**src/rtl/trivium_ctrl.sv**
```systemverilog
// trivium_ctrl
// Sequencer for a Trivium keystream core. A start request loads key/IV into
// the core, runs the warm-up steps with their output discarded, then clocks the
// core and packs keystream bits (LSB first) into bytes. Bytes leave over a
// valid/ready handshake. The core is throttled whenever the consumer stalls.
//
// Parameters:
//   WARMUP  core steps discarded after load (default 1152 = 4 x 288)
//   LEN_W   width of the byte-count input
//
// Ports:
//   clk, rst             clock (rising edge), asynchronous active-high reset
//   start, len           begin a session of len bytes (sampled only in IDLE)
//   key, iv              80-bit key / IV, passed straight through to the core
//   core_load            one-cycle load strobe to the core
//   core_en              core step enable
//   core_key, core_iv    combinational copies of key / iv
//   core_ks_bit          keystream bit of the current core step
//   ks_byte, ks_valid    output byte and its valid flag
//   ks_ready             consumer accepts ks_byte
//   busy                 high whenever the sequencer is not idle
//   done                 one-cycle pulse after the last byte is accepted
//
// Optional build macro TRIVIUM_CTRL_XOR_EN: adds din[7:0] / din_valid.
// ks_byte then becomes keystream XOR din, and a byte only moves to the output
// register while din_valid is high, which turns the block into a stream
// encrypt/decrypt engine.

module trivium_ctrl #(
  parameter int WARMUP = 1152,
  parameter int LEN_W  = 16
) (
  input  logic             clk,
  input  logic             rst,
  input  logic             start,
  input  logic [LEN_W-1:0] len,
  input  logic [79:0]      key,
  input  logic [79:0]      iv,
`ifdef TRIVIUM_CTRL_XOR_EN
  input  logic [7:0]       din,
  input  logic             din_valid,
`endif
  output logic             core_load,
  output logic             core_en,
  output logic [79:0]      core_key,
  output logic [79:0]      core_iv,
  input  logic             core_ks_bit,
  output logic [7:0]       ks_byte,
  output logic             ks_valid,
  input  logic             ks_ready,
  output logic             busy,
  output logic             done
);

  localparam int            CW        = $clog2(WARMUP + 1);
  localparam logic [CW-1:0] WARM_LAST = CW'(WARMUP - 1);

  typedef enum logic [1:0] {
    S_IDLE,
    S_LOAD,
    S_WARM,
    S_GEN
  } state_t;

  state_t           state;
  logic [CW-1:0]    warm_cnt;
  logic [LEN_W-1:0] remain;
  logic [7:0]       shreg;
  logic [3:0]       bit_cnt;

  logic       sr_full;
  logic       accept;
  logic       can_xfer;
  logic       byte_done;
  logic       xfer;
  logic [7:0] next_byte;
  logic [7:0] out_byte;

  assign core_key = key;
  assign core_iv  = iv;

  // remain counts bytes not yet moved to the output register, including the
  // one being assembled. bit_cnt==8 means a complete byte is parked in shreg
  // because the output register could not take it. The eighth bit of a byte
  // is forwarded straight into the output register on the same edge it is
  // captured, so an unstalled stream never needs the parked state and has no
  // bubbles.
  always_comb begin
    sr_full  = (bit_cnt == 4'd8);
    accept   = ks_valid && ks_ready;
`ifdef TRIVIUM_CTRL_XOR_EN
    can_xfer = (!ks_valid || ks_ready) && din_valid;
`else
    can_xfer = !ks_valid || ks_ready;
`endif
    core_en = 1'b0;
    if (state == S_WARM) begin
      core_en = 1'b1;
    end else if (state == S_GEN) begin
      // A parked byte blocks the core unless it leaves this cycle. If it is
      // the final byte, every bit has already been collected.
      core_en = (remain != '0) &&
                !(sr_full && (!can_xfer || remain == LEN_W'(1)));
    end
    byte_done = sr_full || (core_en && bit_cnt == 4'd7);
    xfer      = (state == S_GEN) && byte_done && can_xfer;
    next_byte = sr_full ? shreg : {core_ks_bit, shreg[7:1]};
`ifdef TRIVIUM_CTRL_XOR_EN
    out_byte  = next_byte ^ din;
`else
    out_byte  = next_byte;
`endif
  end

  // Session sequencer with registered strobes and status.
  always_ff @(posedge clk or posedge rst) begin
    if (rst) begin
      state     <= S_IDLE;
      warm_cnt  <= '0;
      remain    <= '0;
      shreg     <= '0;
      bit_cnt   <= '0;
      ks_byte   <= '0;
      ks_valid  <= 1'b0;
      core_load <= 1'b0;
      busy      <= 1'b0;
      done      <= 1'b0;
    end else begin
      core_load <= 1'b0;
      done      <= 1'b0;
      case (state)
        S_IDLE: begin
          if (start && len != '0) begin
            state     <= S_LOAD;
            remain    <= len;
            bit_cnt   <= '0;
            core_load <= 1'b1;
            busy      <= 1'b1;
          end
        end
        S_LOAD: begin
          state    <= S_WARM;
          warm_cnt <= '0;
        end
        S_WARM: begin
          if (warm_cnt == WARM_LAST) begin
            state <= S_GEN;
          end else begin
            warm_cnt <= warm_cnt + 1'b1;
          end
        end
        S_GEN: begin
          // Shift right so that the first bit of a byte ends up in bit 0.
          if (core_en) begin
            shreg <= {core_ks_bit, shreg[7:1]};
          end
          if (xfer) begin
            ks_byte  <= out_byte;
            ks_valid <= 1'b1;
            remain   <= remain - 1'b1;
            // Leaving the parked state while the core steps again means the
            // next byte has already received its first bit.
            bit_cnt  <= (sr_full && core_en) ? 4'd1 : 4'd0;
          end else begin
            if (core_en) begin
              bit_cnt <= bit_cnt + 4'd1;
            end
            if (accept) begin
              ks_valid <= 1'b0;
            end
          end
          // With remain at zero the output register holds the last byte.
          if (accept && remain == '0) begin
            state <= S_IDLE;
            busy  <= 1'b0;
            done  <= 1'b1;
          end
        end
        default: state <= S_IDLE;
      endcase
    end
  end

endmodule

```
**config.mk**
```make
export PLATFORM = sky130hd
export DESIGN_NAME = trivium_ctrl
export DESIGN_NICKNAME = d
export VERILOG_FILES = /design/src/rtl/trivium_ctrl.sv
export SDC_FILE = /design/constraint.sdc
export NUM_CORES = 1
export LEC_CHECK = 0
export BUFFER_PORTS_ARGS = -buffer_cell sky130_fd_sc_hd__buf_2
export CAP_MARGIN = 15
export CORE_AREA = 2 2 137 139
export DETAILED_ROUTE_END_ITERATION = 6
export DIE_AREA = 0 0 139 141
export GPL_TIMING_DRIVEN = 1
export HOLD_SLACK_MARGIN = 0.02
export PLACE_DENSITY_LB_ADDON = 0.25
export RECOVER_POWER = 100
export SYNTH_ARGS = -nofsm -noshare
export SYNTH_HDL_FRONTEND = slang
export SYNTH_SLANG_ARGS = --single-unit
```
**constraint.sdc**
```tcl
create_clock -name clk -period 6.9 [get_ports clk]
set_clock_uncertainty 0.05 [all_clocks]
set_input_delay 0.345 -clock clk [delete_from_list [all_inputs] [get_ports clk]]
set_output_delay 0.345 -clock clk [all_outputs]
set_load 0.005 [all_outputs]
```
Word-level counts from Yosys, hierarchy flattened
Cells that the tools add are included.
{"block": "totals", "regBits": 53, "inputBits": 181, "output_inout_bits": 173, "wordCells": 82}
{"block": "classes", "add_sub_neg": 3, "n_eq_ne": 13, "muxes": 26, "n_reduce_logical": 30}
{"op": "$mux W16", "n": 2}
{"op": "$pmux W16 S2", "n": 1}
{"op": "$reduce_bool A16 Y1", "n": 2}
{"op": "$pmux W11 S2", "n": 1}
{"op": "$eq A16 B1 Y1 const B", "n": 1}
{"op": "$logic_not A16 Y1", "n": 1}
{"op": "$sub A16 B1 Y16 const B", "n": 1}
{"op": "$mux W4", "n": 3}
{"op": "$reduce_and A3 Y1", "n": 4}
{"op": "$add A11 B1 Y11 const B", "n": 1}
{"op": "$eq A11 B11 Y1 const B", "n": 1}
{"op": "$mux W1", "n": 11}
{"op": "$mux W11", "n": 1}
{"op": "$logic_and A1 B1 Y1", "n": 9}
{"op": "$mux W8", "n": 1}
{"op": "$pmux W2 S4", "n": 1}
{"op": "$pmux W4 S2", "n": 1}
{"op": "$reduce_and A2 Y1", "n": 4}
{"op": "$mux W2", "n": 3}
{"op": "$ne A2 B2 Y1 const B", "n": 3}
{"op": "$reduce_bool A2 Y1", "n": 3}
{"op": "$add A4 B1 Y4 const B", "n": 1}
{"op": "$eq A2 B2 Y1 const B", "n": 2}
{"op": "$eq A4 B3 Y1 const B", "n": 1}
{"op": "other kinds (8)", "n": 13}

Logic depth before layout (Yosys ltp)
Gate-level depths: netlist (run 1).
{"block": "depth", "ltp_word": 15, "mapped_depth": 9}

Least setup slack after synthesis (run 1)
No wires, ideal clock.
{"block": "synth_timing", "path_kind": "register to register", "from": "register remain[0]", "to": "register remain[14]", "arrival_ps": 2143, "t_required_ps": 6771, "path_slack_ps": 4627, "stages_incl_launch_ff": 9, "n_path_buf": 0, "period_less_slack_ps": 2273, "cell_sequence": "dfrtp_1 > inv_1 > ha_1 > nor2b_1 > nand2_2 > or4_4 > or4b_4 > a21oi_2 > a2bb2oi_1"}
{"block": "synth_between", "elab_chain_cells": 13, "elab_cells_between_ends": 17, "cone_classes": "1 x add/sub; 2 x eq/ne; 4 x mux; 10 x reduce/logical"}
{"element": "from (decl)", "line_no": "67", "text": "logic [LEN_W-1:0] remain;"}
{"element": "from (signal assigned)", "line_no": "135", "text": "remain <= len;"}
{"element": "from (signal assigned)", "line_no": "160", "text": "remain <= remain - 1'b1;"}
{"element": "$eq A16 B1 Y1", "line_no": "103", "text": "!(sr_full && (!can_xfer || remain == LEN_W'(1)));"}
{"element": "$logic_or A1 B1 Y1", "line_no": "103"}
{"element": "$logic_and A1 B1 Y1", "line_no": "103"}
{"element": "$logic_not A1 Y1", "line_no": "103"}
{"element": "$logic_and A1 B1 Y1", "line_no": "102", "text": "core_en = (remain != '0) &&"}
{"element": "$mux W1", "line_no": "99", "text": "end else if (state == S_GEN) begin"}
{"element": "$mux W1", "line_no": "97", "text": "if (state == S_WARM) begin"}
{"element": "$logic_and A1 B1 Y1", "line_no": "105", "text": "byte_done = sr_full || (core_en && bit_cnt == 4'd7);"}
{"element": "$logic_or A1 B1 Y1", "line_no": "105"}
{"element": "$logic_and A1 B1 Y1 (2 in series)", "line_no": "106", "text": "xfer = (state == S_GEN) && byte_done && can_xfer;"}
{"element": "$ne A2 B2 Y1 (no source line)"}
{"element": "$reduce_and A3 Y1 (no source line)"}
Parallel ways exist; a longest one is shown, timed or not. The select of a mux whose other input is x is not followed.
A chain may end at the register's enable or synchronous reset.

Worst setup path after layout (run 1)
{"block": "layout_timing", "from": "register state[0]", "to": "output port core_en"}
{"block": "layout_between", "elab_chain_cells": 3, "elab_cells_between_ends": 4, "cone_classes": "2 x eq/ne; 2 x mux"}
{"element": "from (decl)", "line_no": "65", "text": "state_t state;"}
{"element": "from (signal assigned)", "line_no": "118", "text": "state <= S_IDLE;"}
{"element": "from (signal assigned)", "line_no": "134", "text": "state <= S_LOAD;"}
{"element": "from (signal assigned)", "line_no": "142", "text": "state <= S_WARM;"}
{"element": "$eq A2 B2 Y1", "line_no": "99"}
{"element": "$mux W1", "line_no": "99"}
{"element": "$mux W1 *", "line_no": "97"}
{"element": "to (decl)", "line_no": "44", "text": "output logic core_en,"}
Mark *: on every way between the ends. The rest lies on a longest branch, timed or not.

==> results.txt, run 1 <==
Final Slew Violations: 101
Post-synth EDFFs: 0
Cell Area, Synth: 0.00417 sq mm
Largest net degree at the start of global routing: 54
Failing checks: max-capacitance violations, max-slew violations
Maximum Capacitance Violations: 2
TritonCTS clock tree: built
LEAKAGE: 1.35 nW
Number of antenna violations at the first check in global routing: 0
Gate Count Post-Synth: 476
Synth warn: 0
Final setup margin: 2.31 ns
CP Buf/Inv Count: 3
Register share of total power: 36.9%
Seq/Total Area, Yosys: 31.8%
ANT nets after route: 0
PnR Total Power: 0.00140 W
Die height: 141 um
DR vias/cell: 4.67
Final setup violation count: 0
Top Ports: 354
Die area: 0.0196 sq mm
DR vias: 2,714
Yosys top cell area share: 31.8%
Starting Density: 22.8%
Switching Share: 43.2%
Slew headroom: -104%
CP arrival: 4.20 ns
Clock Path Buffers: 2
Clock latency on the worst-skew pair: 0.30 ns
Iter 0 DRT Violations: 108
Worst vdd ir: 0.114 mV
Hold Path Stages: 2
Clock Sinks: 53
RePlAce Congestion: 0.749
Most frequent cell after synthesis: buf_4
Synth async-reset ratio: 100%
RSZ-0062 raised after global routing: false
Crit end category: primary output
Worst-path cell chain: ha_1 > clkbuf_1 > inv_1 > nor2_1 > nand2_1 > a21oi_1 > clkbuf_1
WL final: 9240 um
Synth unique cells: 54
Clk slew on worst S/H paths: 0.08 ns
CP max FO: 46
Hold Buf Count CTS: 0
TNS Setup: 0 ns
Slew @ Worst Pin: 3.07 ns
Area grow syn2layout: -15.8%
Tcrit/Tclk final: 66.6%
Die X: 139 um
CP delay by family, top: buffers and inverters
Top_reg_cell synth: dfrtp_1
Most frequent cell on the critical path: clkbuf_1
Fraction of layout cells with a size suffix above 1: 13.3%
Number of port buffers: 33
Drt first pass iters: 4
Comb power frac: 44.1%
Worst hold slack: 0.244 ns
Most area-consuming cells after synthesis: dfrtp_1 (32%), buf_4 (29%), ha_1 (3.3%)
Crit path time final: 4.59 ns
Final nets: 538
Slowest cell on the critical path: clkbuf_1
Core area: 0.0183 sq mm
Reg2Reg Depth: 7
WP data required: 6.50 ns
Critical path depth: 7
#FFs+latches synth: 53
Startpoint Class: flip-flop
Post-route DRC: 0
Post-DP HPWL: 6640 um
TritonCTS buffer count: 5
Power per cell area: 400 mW/mm^2
Cts repair resizes: 0
Overflow after GRT: 0
Clock share of power: 19.0%
Syn avg cell area: 8.76 sq um
Synthesized net count: 668
Vias in the first global route: 2,672
Pre-CTS setup slack: 3.89 ns
Routed WL per cell: 15.9 um
First-pass GRT wire length: 14,600 um
P_sw: 0.000606 W
ANT cells: 0
WS Path Type: reg -> out
Post-synth top area cell: dfrtp_1
Rows: 50
HP Class: in -> reg
Fmax: 218 MHz
Clk Tree Root Cell: clkbuf_16
P_int: 0.000797 W
Post-synth top cells: buf_4 (160), dfrtp_1 (53), nand2_1 (34), nor2_1 (30), a21oi_1 (27)
Crit-path max cell delay: 1.28 ns
Status: complete, but fails checks
Hold Fails Final Rpt: 0
All-Layer GR Usage: 9.06%
Post-CTS Repair Setup Buffers: 0
# H-tree levels: 2
[cell usage in the layout (no fill, tap or decap), types with 11 or more instances in the layout]
cell type  instances
clkbuf_1          14
ha_1              11
buf_2             22
nand2_1           34
nor2_1            30
inv_1             11
o21ai_0           17
a21oi_1           27
dfrtp_1           53
o22ai_1           15
[stage by stage]
| stage | instance area [sq um] | utilization (%) | std cells |
|---|---|---|---|
| 6_report | 3510 | 19.2 | 581 |
| 5_1_grt | 3510 | 19.2 | 581 |
| 4_1_cts | 3550 | 19.4 | 581 |
| 3_5_place_dp | 3400 | 18.6 | 573 |
| 3_3_place_gp | 3400 | 18.6 | 573 |
| 2_1_floorplan | 4170 | - | 476 |
[final timing paths]
kind | from | to | slack (ns)
min in group asynchronous | rst | warm_cnt[8] | 1.18
max in group asynchronous | rst | remain[4] | 3.91
hold / removal | core_ks_bit | shreg[7] | 0.24
hold reg to reg | warm_cnt[5] | warm_cnt[5] | 0.44
setup reg to reg | state[0] | ks_byte[0] | 2.44
setup / recovery | state[0] | core_en | 2.31
[metal layers]
layer  global-route usage, %  vias to the layer above  wire (um)
met5                       0                        -          0
met4                    5.37                        0        430
met3                    2.79                       74        685
met2                    13.7                      113       4100
met1                    11.4                     1299       4020
li1                        -                     1228          -
[power by group through the flow]
| stage | logic (W) | registers (W) | clock network (W) |
|---|---|---|---|
| after floorplan | 0.000564 | 0.000493 | 0 |
| after global routing | 0.000700 | 0.000537 | 0.000290 |
| after detailed placement | 0.000631 | 0.000523 | 0 |
| final | 0.000619 | 0.000518 | 0.000266 |
| after global placement | 0.000624 | 0.000522 | 0 |
| after CTS | 0.000633 | 0.000517 | 0.000276 |
[layout make-up]
cell class,instances,area (sq um)
sequential,53,1330
tap,234,293
multi-input combinational,239,1540
fill,2060,14800
inverter,11,41.3
clock inverter,3,25.0
clock buffer,5,125
timing repair buffer,36,163
[state kept, by name, indices dropped and copies added, names as in the netlist]
register	count
ks_valid	1
remain	16
done	1
shreg	8
state	2
busy	1
core_load	1
ks_byte	8
bit_cnt	4
warm_cnt	11
[kinds of logic after synthesis]
group | share of synthesized area, %
AO/OA/AOI/OAI | 16.1
multiplexers | 2.67
XOR/XNOR | 0.420
AND/OR/NAND/NOR | 14.7
buffers and inverters | 31.0
adder cells (fa/ha/maj) | 3.30
flip-flops | 31.8
(Power assumes the default switching activity.)
==> inputs of run 2 (changes only) <==
CORE_AREA = 2 2 138 140   (was 2 2 137 139)
DIE_AREA = 0 0 140 142   (was 0 0 139 141)
clock period = 4.5 ns   (was 6.9 ns; I/O delays follow)
==> run 2 against run 1 <==
Compared with the run above:
- the run ends with design-rule violations, max-capacitance violations, max-slew violations left
- clock power up 54%
- first-iteration DRC count up 31%
- non-clock buffer count up 1
- combinational power up 54%
- worst setup slack worse by 1.0 ns
- sequential share of layout area down 0.081 points
- sequential power up 53%
- final area up 0.21%
- worst hold slack worse by 0.12 ns
- global-route usage up 0.98 points
- die area up 1.4%
- flip-flop and latch count unchanged
- critical path type is now reg -> reg
- largest cell class unchanged
- largest power group unchanged
==> results.txt, run 2 (same netlist as run 1, synthesis figures left out) <==
Reg with most FFs: remain
Die area: 0.0199 sq mm
Most common cell after layout, fill and taps aside: dfrtp_1
Clock Sinks: 53
Post-CTS Repair Setup Buffers: 0
Clk Tree Root Cell: clkbuf_16
Crit. Startpoint: state[1]
Fraction of layout cells with a size suffix above 1: 13.8%
Starting Density: 22.6%
HP Class: in -> reg
Final Slew Violations: 54
Worst-path cell chain: ha_1 > buf_4 > inv_1 > nor2_1 > clkbuf_1 > a21boi_0 > nor2_1 > a21oi_1
# H-tree levels: 2
DR vias: 2,683
Slowest cell on the critical path: a21boi_0
Largest net degree at the start of global routing: 54
Number of antenna violations at the first check in global routing: 0
TritonCTS clock tree: built
First-pass GRT wire length: 15,800 um
Drt first pass iters: 7
Power per cell area: 613 mW/mm^2
Reg-to-reg slack, setup: 1.26 ns
Top Ports: 354
Slew @ Worst Pin: 3.00 ns
Slew headroom: -100%
Failing checks: design-rule violations, max-capacitance violations, max-slew violations
Crit-path max cell delay: 0.87 ns
Max reg flops: 16
Vias in the first global route: 2,659
Hold Startpoint: core_ks_bit
Clk slew on worst S/H paths: 0.08 ns
Cts repair resizes: 0
ANT cells: 0
WL final: 10,200 um
TritonCTS buffer count: 5
Largest registers: remain x16, warm_cnt x11
Crit end category: flip-flop
Fill count: 2,033
CP max FO: 39
Critical R2R Launch: state[1]
Crit path time final: 3.24 ns
Startpoint Class: flip-flop
PnR Total Power: 0.00215 W
WS Path Type: reg -> reg
Post-DP HPWL: 7710 um
Placed insts: 574
Worst vdd ir: 0.196 mV
Tcrit/Tclk final: 71.9%
Final setup violation count: 0
Hold Buf Count CTS: 0
Most frequent cell on the critical path: nor2_1
Hold Fails Final Rpt: 0
Rows: 50
Die X: 140 um
Final nets: 539
WP data required: 4.68 ns
Core area: 0.0185 sq mm
FF+latch area: 0.00133 sq mm
Status: complete, but fails checks
Fin util: 19.1%
DR vias/cell: 4.61
Most frequent cells in the layout: dfrtp_1 (53), nand2_1 (34), nor2_1 (30)
Die height: 142 um
Final Cell Area: 0.00352 sq mm
Clock Path Buffers: 2
Clock latency on the worst-skew pair: 0.30 ns
Routed WL per cell: 17.5 um
Fmax: 309 MHz
LEAKAGE: 1.36 nW
Number of port buffers: 33
RePlAce Congestion: 0.756
ANT nets after route: 0
Maximum Capacitance Violations: 1
Multi-input gate area: 0.00153 sq mm
Iter 0 DRT Violations: 142
TNS Setup: 0 ns
All-Layer GR Usage: 10.0%
Area grow syn2layout: -15.6%
RSZ-0062 raised after global routing: false
CP arrival: 3.42 ns
Dpl cell area: 0.00340 sq mm
Overflow after GRT: 0
Non-Filler Instances: 582
Post-route DRC: 25
## run 2: cell types whose count changed in the layout (fill, tap and decap cells not counted), sizes merged
cell	delta
buf	+3
clkbuf	-2
clkinvlp	-1
inv	+1
## run 2: routing by layer
metal,GRT usage (%),share of wire (%)
met1,11.3,38
met4,4.20,2.5
met2,17.3,51
met3,3.50,8.4
met5,0,0
## run 2: final cells by class
type	instances	share of cell area, %
Timing Repair Buffer	37	4.91
Tap cell	234	8.32
Clock inverter	3	0.747
Clock buffer	5	3.56
Inverter	11	1.17
Multi-Input combinational cell	239	43.6
Sequential cell	53	37.7
## run 2: final timing paths
check | cells after the start | endpoint
min in group asynchronous | 3 | warm_cnt[9]
max in group asynchronous | 3 | remain[15]
worst min-delay path | 2 | shreg[7]
worst max-delay path | 8 | ks_byte[3]
worst min register to register | 1 | warm_cnt[10]
worst max register to register | 8 | ks_byte[3]
## run 2: critical path: cells and delay by family, from the launching register on
| family | cells | cell delay, ns |
|---|---|---|
| AOI/OAI and AO/OA | 2 | 1.02 |
| adders and majority gates | 1 | 0.33 |
| buffers and inverters | 3 | 1.08 |
| DFF | 1 | 0.39 |
| and+or+nand+nor | 2 | 0.29 |
## run 2: report_power, final
part / total [W] / switching (W) / leakage, nW / internal (W)
registers: 0.000794 / 0.000174 / 0.630 / 0.000621
clock network: 0.000410 / 0.000197 / 0.0752 / 0.000213
logic: 0.000951 / 0.000558 / 0.657 / 0.000393
## run 2: through the flow
step	hold slack, ns	setup WS, ns
finish	0.124	1.26
global route	0.126	0.878
CTS	0.103	1.64
detailed placement	0.400	1.73
global placement	0.400	1.82
floorplan	0.309	2.23
